File: config.mk
export PLATFORM = sky130hd
export DESIGN_NAME = bitstream_decoder_flat
export DESIGN_NICKNAME = d
export VERILOG_FILES = /design/src/rtl/bitstream_decoder_pkg.sv /design/src/rtl/bitstream_decoder_if.sv /design/src/rtl/bitstream_decoder_counter.sv /design/src/rtl/bitstream_decoder.sv /design/src/flat_wrapper.sv
export SDC_FILE = /design/constraint.sdc
export NUM_CORES = 1
export LEC_CHECK = 0
export BUFFER_PORTS_ARGS = -buffer_cell sky130_fd_sc_hd__buf_2
export CAP_MARGIN = 20
export CORE_MARGIN = 1
export CORE_UTILIZATION = 55
export DETAILED_ROUTE_END_ITERATION = 10
export PLACE_DENSITY = 0.77
export SLEW_MARGIN = 15
export SYNTH_ARGS = -nofsm -noshare
export SYNTH_HDL_FRONTEND = slang
export SYNTH_SLANG_ARGS = --single-unit
File: constraint.sdc
create_clock -name clk -period 2.6 [get_ports clk]
set_input_delay 0 -clock clk [delete_from_list [all_inputs] [get_ports clk]]
set_output_delay 0 -clock clk [all_outputs]
set_load 0.005 [all_outputs]
File: src/rtl/bitstream_decoder_pkg.sv
`default_nettype none
// ============================================================================
//  Module      : bitstream_pkg
//  Description : Shared types and constants for the bitstream decoder
//                (FSM state encoding, default window length, width helper).
//  Revision    : 1.0 - initial release
// ============================================================================
package bitstream_pkg;

    // Decoder FSM states, explicitly 2 bits wide
    typedef enum logic [1:0] {
        IDLE  = 2'd0,
        ACCUM = 2'd1,
        HOLD  = 2'd2
    } state_t;

    // Weight stream length used by the network; default conversion window
    localparam int WEIGHT_LENGTH = 128;

    // Width needed to hold a count of 0..len inclusive
    function automatic int cnt_width(input int len);
        return $clog2(len + 1);
    endfunction

endpackage : bitstream_pkg
`default_nettype wire

File: src/rtl/bitstream_decoder_if.sv
`default_nettype none
// ============================================================================
//  Module      : bitstream_decoder_if
//  Description : Request/bitstream/result bundle between the bitstream
//                network side and the decoder. master = driver of start,
//                bitstreams and result_ready; slave = the decoder.
//  Revision    : 1.0 - initial release
// ============================================================================
interface bitstream_decoder_if #(
    parameter int CHANNELS = 1,
    parameter int CNT_W    = 8
);
    logic                      start;
    logic [CHANNELS-1:0]       bitstream_in;
    logic                      busy;
    logic                      result_valid;
    logic                      result_ready;
    logic [CHANNELS*CNT_W-1:0] result;

    modport master (
        output start,
        output bitstream_in,
        output result_ready,
        input  busy,
        input  result_valid,
        input  result
    );

    modport slave (
        input  start,
        input  bitstream_in,
        input  result_ready,
        output busy,
        output result_valid,
        output result
    );

endinterface : bitstream_decoder_if
`default_nettype wire

File: src/rtl/bitstream_decoder_counter.sv
`default_nettype none
// ============================================================================
//  Module      : bitstream_counter
//  Description : Single-channel ones counter. Clears on clear, adds one on
//                enable. count_next exposes the tally including the sample
//                presented this cycle so the final sample of a window can be
//                captured on the same edge that ends the window.
//  Revision    : 1.0 - initial release
// ============================================================================
module bitstream_counter #(
    parameter int CNT_W = 8
) (
    input  wire              clk,
    input  wire              n_rst,
    input  wire              clear,
    input  wire              enable,
    output logic [CNT_W-1:0] count_next
);

    logic [CNT_W-1:0] r_count;

    // Running tally plus the current sample
    always_comb begin
        count_next = r_count + {{(CNT_W-1){1'b0}}, enable};
    end

    // Tally register; the window length bounds it, so no wrap handling
    always_ff @(posedge clk or negedge n_rst) begin
        if (!n_rst) begin
            r_count <= '0;
        end else if (clear) begin
            r_count <= '0;
        end else begin
            r_count <= count_next;
        end
    end

endmodule : bitstream_counter
`default_nettype wire

File: src/rtl/bitstream_decoder.sv
`default_nettype none
// ============================================================================
//  Module      : bitstream_decoder
//  Description : Stochastic-to-binary converter. Counts ones on each channel
//                over WINDOW_LEN cycles, then holds the per-channel counts
//                behind a valid/ready handshake until consumed.
//  Revision    : 1.0 - initial release
// ============================================================================
module bitstream_decoder
    import bitstream_pkg::*;
#(
    parameter int CHANNELS   = 1,
    parameter int WINDOW_LEN = WEIGHT_LENGTH,
    parameter int CNT_W      = cnt_width(WINDOW_LEN)
) (
    input  wire                 clk,
    input  wire                 n_rst,
    bitstream_decoder_if.slave  bus
);

    localparam int             CYC_W  = $clog2(WINDOW_LEN);
    localparam logic [CYC_W-1:0] C_LAST = CYC_W'(WINDOW_LEN - 1);

    state_t                    r_state;
    state_t                    w_state_next;
    logic [CYC_W-1:0]          r_cycle;
    logic                      w_clear;
    logic                      w_load;
    logic                      w_last;
    logic [CHANNELS-1:0]       w_en;
    logic [CHANNELS*CNT_W-1:0] w_count_next;
    logic [CHANNELS*CNT_W-1:0] r_result;

    assign w_last = (r_cycle == C_LAST);

    // FSM state register
    always_ff @(posedge clk or negedge n_rst) begin
        if (!n_rst) begin
            r_state <= IDLE;
        end else begin
            r_state <= w_state_next;
        end
    end

    // Next state, counter clear and result load decode
    always_comb begin
        w_state_next = r_state;
        w_clear      = 1'b0;
        w_load       = 1'b0;
        case (r_state)
            IDLE: begin
                if (bus.start) begin
                    w_state_next = ACCUM;
                    w_clear      = 1'b1;
                end
            end
            ACCUM: begin
                // start is deliberately ignored here: no restart, no queueing
                if (w_last) begin
                    w_state_next = HOLD;
                    w_load       = 1'b1;
                end
            end
            HOLD: begin
                if (bus.result_ready) begin
                    if (bus.start) begin
                        // Back-to-back conversion without an idle bubble
                        w_state_next = ACCUM;
                        w_clear      = 1'b1;
                    end else begin
                        w_state_next = IDLE;
                    end
                end
            end
            default: begin
                w_state_next = IDLE;
            end
        endcase
    end

    // Cycle counter: index of the sample being taken within the window
    always_ff @(posedge clk or negedge n_rst) begin
        if (!n_rst) begin
            r_cycle <= '0;
        end else if (w_clear) begin
            r_cycle <= '0;
        end else if ((r_state == ACCUM) && !w_last) begin
            r_cycle <= r_cycle + 1'b1;
        end
    end

    // Gate samples with the state so an undriven bus outside ACCUM is inert
    always_comb begin
        w_en = {CHANNELS{r_state == ACCUM}} & bus.bitstream_in;
    end

    generate
        for (genvar k = 0; k < CHANNELS; k++) begin : g_channel
            bitstream_counter #(
                .CNT_W (CNT_W)
            ) u_counter (
                .clk        (clk),
                .n_rst      (n_rst),
                .clear      (w_clear),
                .enable     (w_en[k]),
                .count_next (w_count_next[k*CNT_W +: CNT_W])
            );
        end
    endgenerate

    // Result register: captures counts including the final sample
    always_ff @(posedge clk or negedge n_rst) begin
        if (!n_rst) begin
            r_result <= '0;
        end else if (w_load) begin
            r_result <= w_count_next;
        end
    end

    assign bus.busy         = (r_state == ACCUM);
    assign bus.result_valid = (r_state == HOLD);
    assign bus.result       = r_result;

endmodule : bitstream_decoder
`default_nettype wire
File: src/flat_wrapper.sv
// flat-port wrapper written by rule: the top's interface ports become plain ports
module bitstream_decoder_flat import bitstream_pkg::*;
#(
    parameter int CHANNELS   = 1,
    parameter int WINDOW_LEN = WEIGHT_LENGTH,
    parameter int CNT_W      = cnt_width(WINDOW_LEN)
)
  (clk, n_rst, bus_start, bus_bitstream_in, bus_result_ready, bus_busy, bus_result_valid, bus_result);
  bitstream_decoder_if #(.CHANNELS(CHANNELS), .CNT_W(CNT_W)) bus_i ();
  input  wire clk;
  input  wire n_rst;
  input wire logic [$bits(bus_i.start)-1:0] bus_start;
  input wire logic [$bits(bus_i.bitstream_in)-1:0] bus_bitstream_in;
  input wire logic [$bits(bus_i.result_ready)-1:0] bus_result_ready;
  output wire logic [$bits(bus_i.busy)-1:0] bus_busy;
  output wire logic [$bits(bus_i.result_valid)-1:0] bus_result_valid;
  output wire logic [$bits(bus_i.result)-1:0] bus_result;
  assign bus_i.start = bus_start;
  assign bus_i.bitstream_in = bus_bitstream_in;
  assign bus_i.result_ready = bus_result_ready;
  assign bus_busy = bus_i.busy;
  assign bus_result_valid = bus_i.result_valid;
  assign bus_result = bus_i.result;
  bitstream_decoder #(.CHANNELS(CHANNELS), .WINDOW_LEN(WINDOW_LEN), .CNT_W(CNT_W)) u_core (.clk(clk), .n_rst(n_rst), .bus(bus_i));
endmodule
==> reports/qor.txt <==
Post-Syn Instances -> 102
Worst-Skew Late Latency -> 0.31 ns
Tmin final -> 2.01 ns
htree depth -> 1
Starting Density -> 58.2%
fill cell count -> 171
Clock Path Buffers -> 2
CP Max Fanout -> 7
Sink Count -> 25
Max Cap Violations -> 0
Initial DRC Count -> 8
Worst setup SP type -> register
Nets -> 129
Synth Area in Adders -> 3.32%
unrepaired setup endpoints after global routing -> false
clock root buffer -> clkbuf_4
HPWL after detailed placement -> 1340 µm
Core Rows -> 16
fin crit share -> 77.2%
Hold Crit Class -> in2reg
area grow syn2layout -> 12.6%
final clock skew -> 0.00269 ns
setup TNS -> 0 ns
crit end category -> register
Slew HR -> 64.2%
Port-buffer cells -> 14
Ant. Diodes -> 0
slack of the worst reg-to-reg path -> 0.59 ns
status -> finished clean
commonest non-fill, non-tap cell in the layout -> dfrtp_1
via-per-instance ratio -> 5.22
dominant cell type by area after synthesis -> dfrtp_1
IO Pins -> 15
die height -> 47.4 µm
worst endpoint data arrival time -> 2.22 ns
design internal power -> 0.708 mW
final hold slack -> 0.125 ns
Post-Syn Nets -> 110
Max Clk Rate -> 498 MHz
setup repair bufs after CTS -> 0
Compound-Gate Fraction of Synth Area -> 12.3%
CTS Hold Bufs -> 2
mapped cell area -> 1130 µm²
Top FF cell, synth -> dfrtp_1
CTS clk-pin slew, worst paths -> 0.14 ns
Die X -> 47.4 µm
total power -> 1.11 mW
share of the synthesized area in the top cell type -> 55.3%
layout cells sized above 1 -> 21.7%
Synth Area per Inst -> 11.1 µm²
GP Congestion -> 0.806
# resized after CTS -> 0
Pre-antenna DRT Iters -> 3
CTS tree -> yes
Sequential Power Share -> 55.0%
final setup fails -> 0
Pleak -> 0.555 nW
CTS Buf Count -> 3
largest family of logic cells by synthesized area -> simple AND/OR/NAND/NOR gates
Die Area -> 2240 µm²
required time worst endpoint -> 2.81 ns
clock power share -> 15.7%
Power Dens Cells -> 873 nW/µm²
Slew @ Worst Pin -> 0.537 ns
Ys Warns -> 0
mux contribution to synthesized area -> 1.99%
total global routing overflow -> 0
pin count of the biggest net entering global routing -> 26
count of cell types in the netlist -> 29
core footprint -> 1940 µm²
Yosys reg bits -> 25
Slew Limit Fails -> 0
total wire length after detailed routing -> 1840 µm
GRT Total Usage -> 19.9%
Crit Path Class -> reg2reg
Switching Power -> 0.403 mW
most frequent cells in the layout -> dfrtp_1 (25), nor2_1 (15), buf_2 (14)
top cells by area, synth -> dfrtp_1 (55%), nor2_1 (5.0%), ha_1 (3.3%), xnor2_1 (3.1%), nand3_1 (2.7%)
Synth Area in XOR/XNOR -> 4.65%
vias in the first global route -> 686
EDFF count, synth -> 0
routed via count -> 768
global-route wire length before repair -> 2980 µm
initial antenna violation count -> 0
VDD IR max -> 460 µV
register area share after synthesis -> 55.3%
WL per Instance -> 12.5 µm
Residual DRC -> 0
Synth Area in Simple Gates -> 19.8%
final antenna-violating net count -> 0
Sw Share -> 36.3%
Hold Vio Cnt, Final -> 0
Logic pwr share -> 29.4%
Async SR Flop Fraction -> 100%
cells in the mapped netlist, types with 3 or more instances:
master,count
o21ai_0,3
inv_1,3
a21oi_2,3
xnor2_1,4
o31ai_1,3
a21oi_1,4
and2_1,3
ha_1,3
nand2_1,6
nand3_1,6
nor2_1,15
dfrtp_1,25
o211ai_1,4
cell type report:
class | instances | area, µm² | area share, %
Multi-Input combinational cell | 71 | 475 | 37.3
Timing Repair Buffer | 17 | 97.6 | 7.66
Clock buffer | 3 | 22.5 | 1.77
Clock inverter | 1 | 7.51 | 0.589
Sequential cell | 25 | 626 | 49.1
Inverter | 3 | 11.3 | 0.884
Tap cell | 27 | 33.8 | 2.65
through the flow:
step                      instance area, µm²  worst slack [ns]  utilization [%]  std cells
after floorplan                         1130             0.860                -        102
after global placement                  1220             0.741             63.0        141
after detailed placement                1220             0.600             63.0        141
after CTS                               1270             0.568             65.6        147
after global routing                    1270             0.392             65.6        147
final                                   1270             0.593             65.6        147
critical path, stage by stage (launching register included):
cell and delay, ns:
dfrtp_1 0.44, nor2b_1 0.43, and2_1 0.20, ha_1 0.16, ha_1 0.21, nand2_1 0.07, nor2_1 0.15, xnor2_1 0.18
a21oi_2 0.07
power groups by stage:
stage | registers, mW | clock network, mW | logic (mW)
5_1_grt | 0.629 | 0.199 | 0.377
6_report | 0.611 | 0.174 | 0.326
2_1_floorplan | 0.599 | 0 | 0.250
3_5_place_dp | 0.619 | 0 | 0.327
3_3_place_gp | 0.613 | 0 | 0.315
4_1_cts | 0.611 | 0.180 | 0.335
layer usage:
| metal | wire [µm] | GRT usage, % | vias up |
|---|---|---|---|
| li1 | - | - | 392 |
| met1 | 874 | 25.8 | 366 |
| met2 | 915 | 33.4 | 8 |
| met3 | 34 | 3.46 | 2 |
| met4 | 12 | 6.86 | 0 |
| met5 | 0 | 0 | - |
state kept, by name, indices dropped and copies added (netlist names):
signal / cells
u_core.r_state: 2
u_core.bus.result: 8
u_core.r_cycle: 7
u_core.g_channel.u_counter.r_count: 8
kinds of logic after synthesis:
group	Yosys count
xor gates and xnor gates	6
AOI/OAI and AO/OA	20
buffers and inverters	6
DFF	25
adders and majority gates	3
and+or+nand+nor	40
muxes	2
worst paths after layout:
| kind | startpoint | endpoint | cells past startpoint |
|---|---|---|---|
| max | u_core.r_state[0] | u_core.bus.result[6] | 8 |
| min reg2reg | u_core.bus.result[1] | u_core.bus.result[1] | 1 |
| max in group asynchronous | n_rst | u_core.r_cycle[3] | 2 |
| min in group asynchronous | n_rst | u_core.bus.result[6] | 2 |
| max reg2reg | u_core.r_state[0] | u_core.bus.result[6] | 8 |
| min | bus_bitstream_in | u_core.g_channel[0].u_counter.r_count[0] | 4 |
Power figures use the tool's default switching activity.
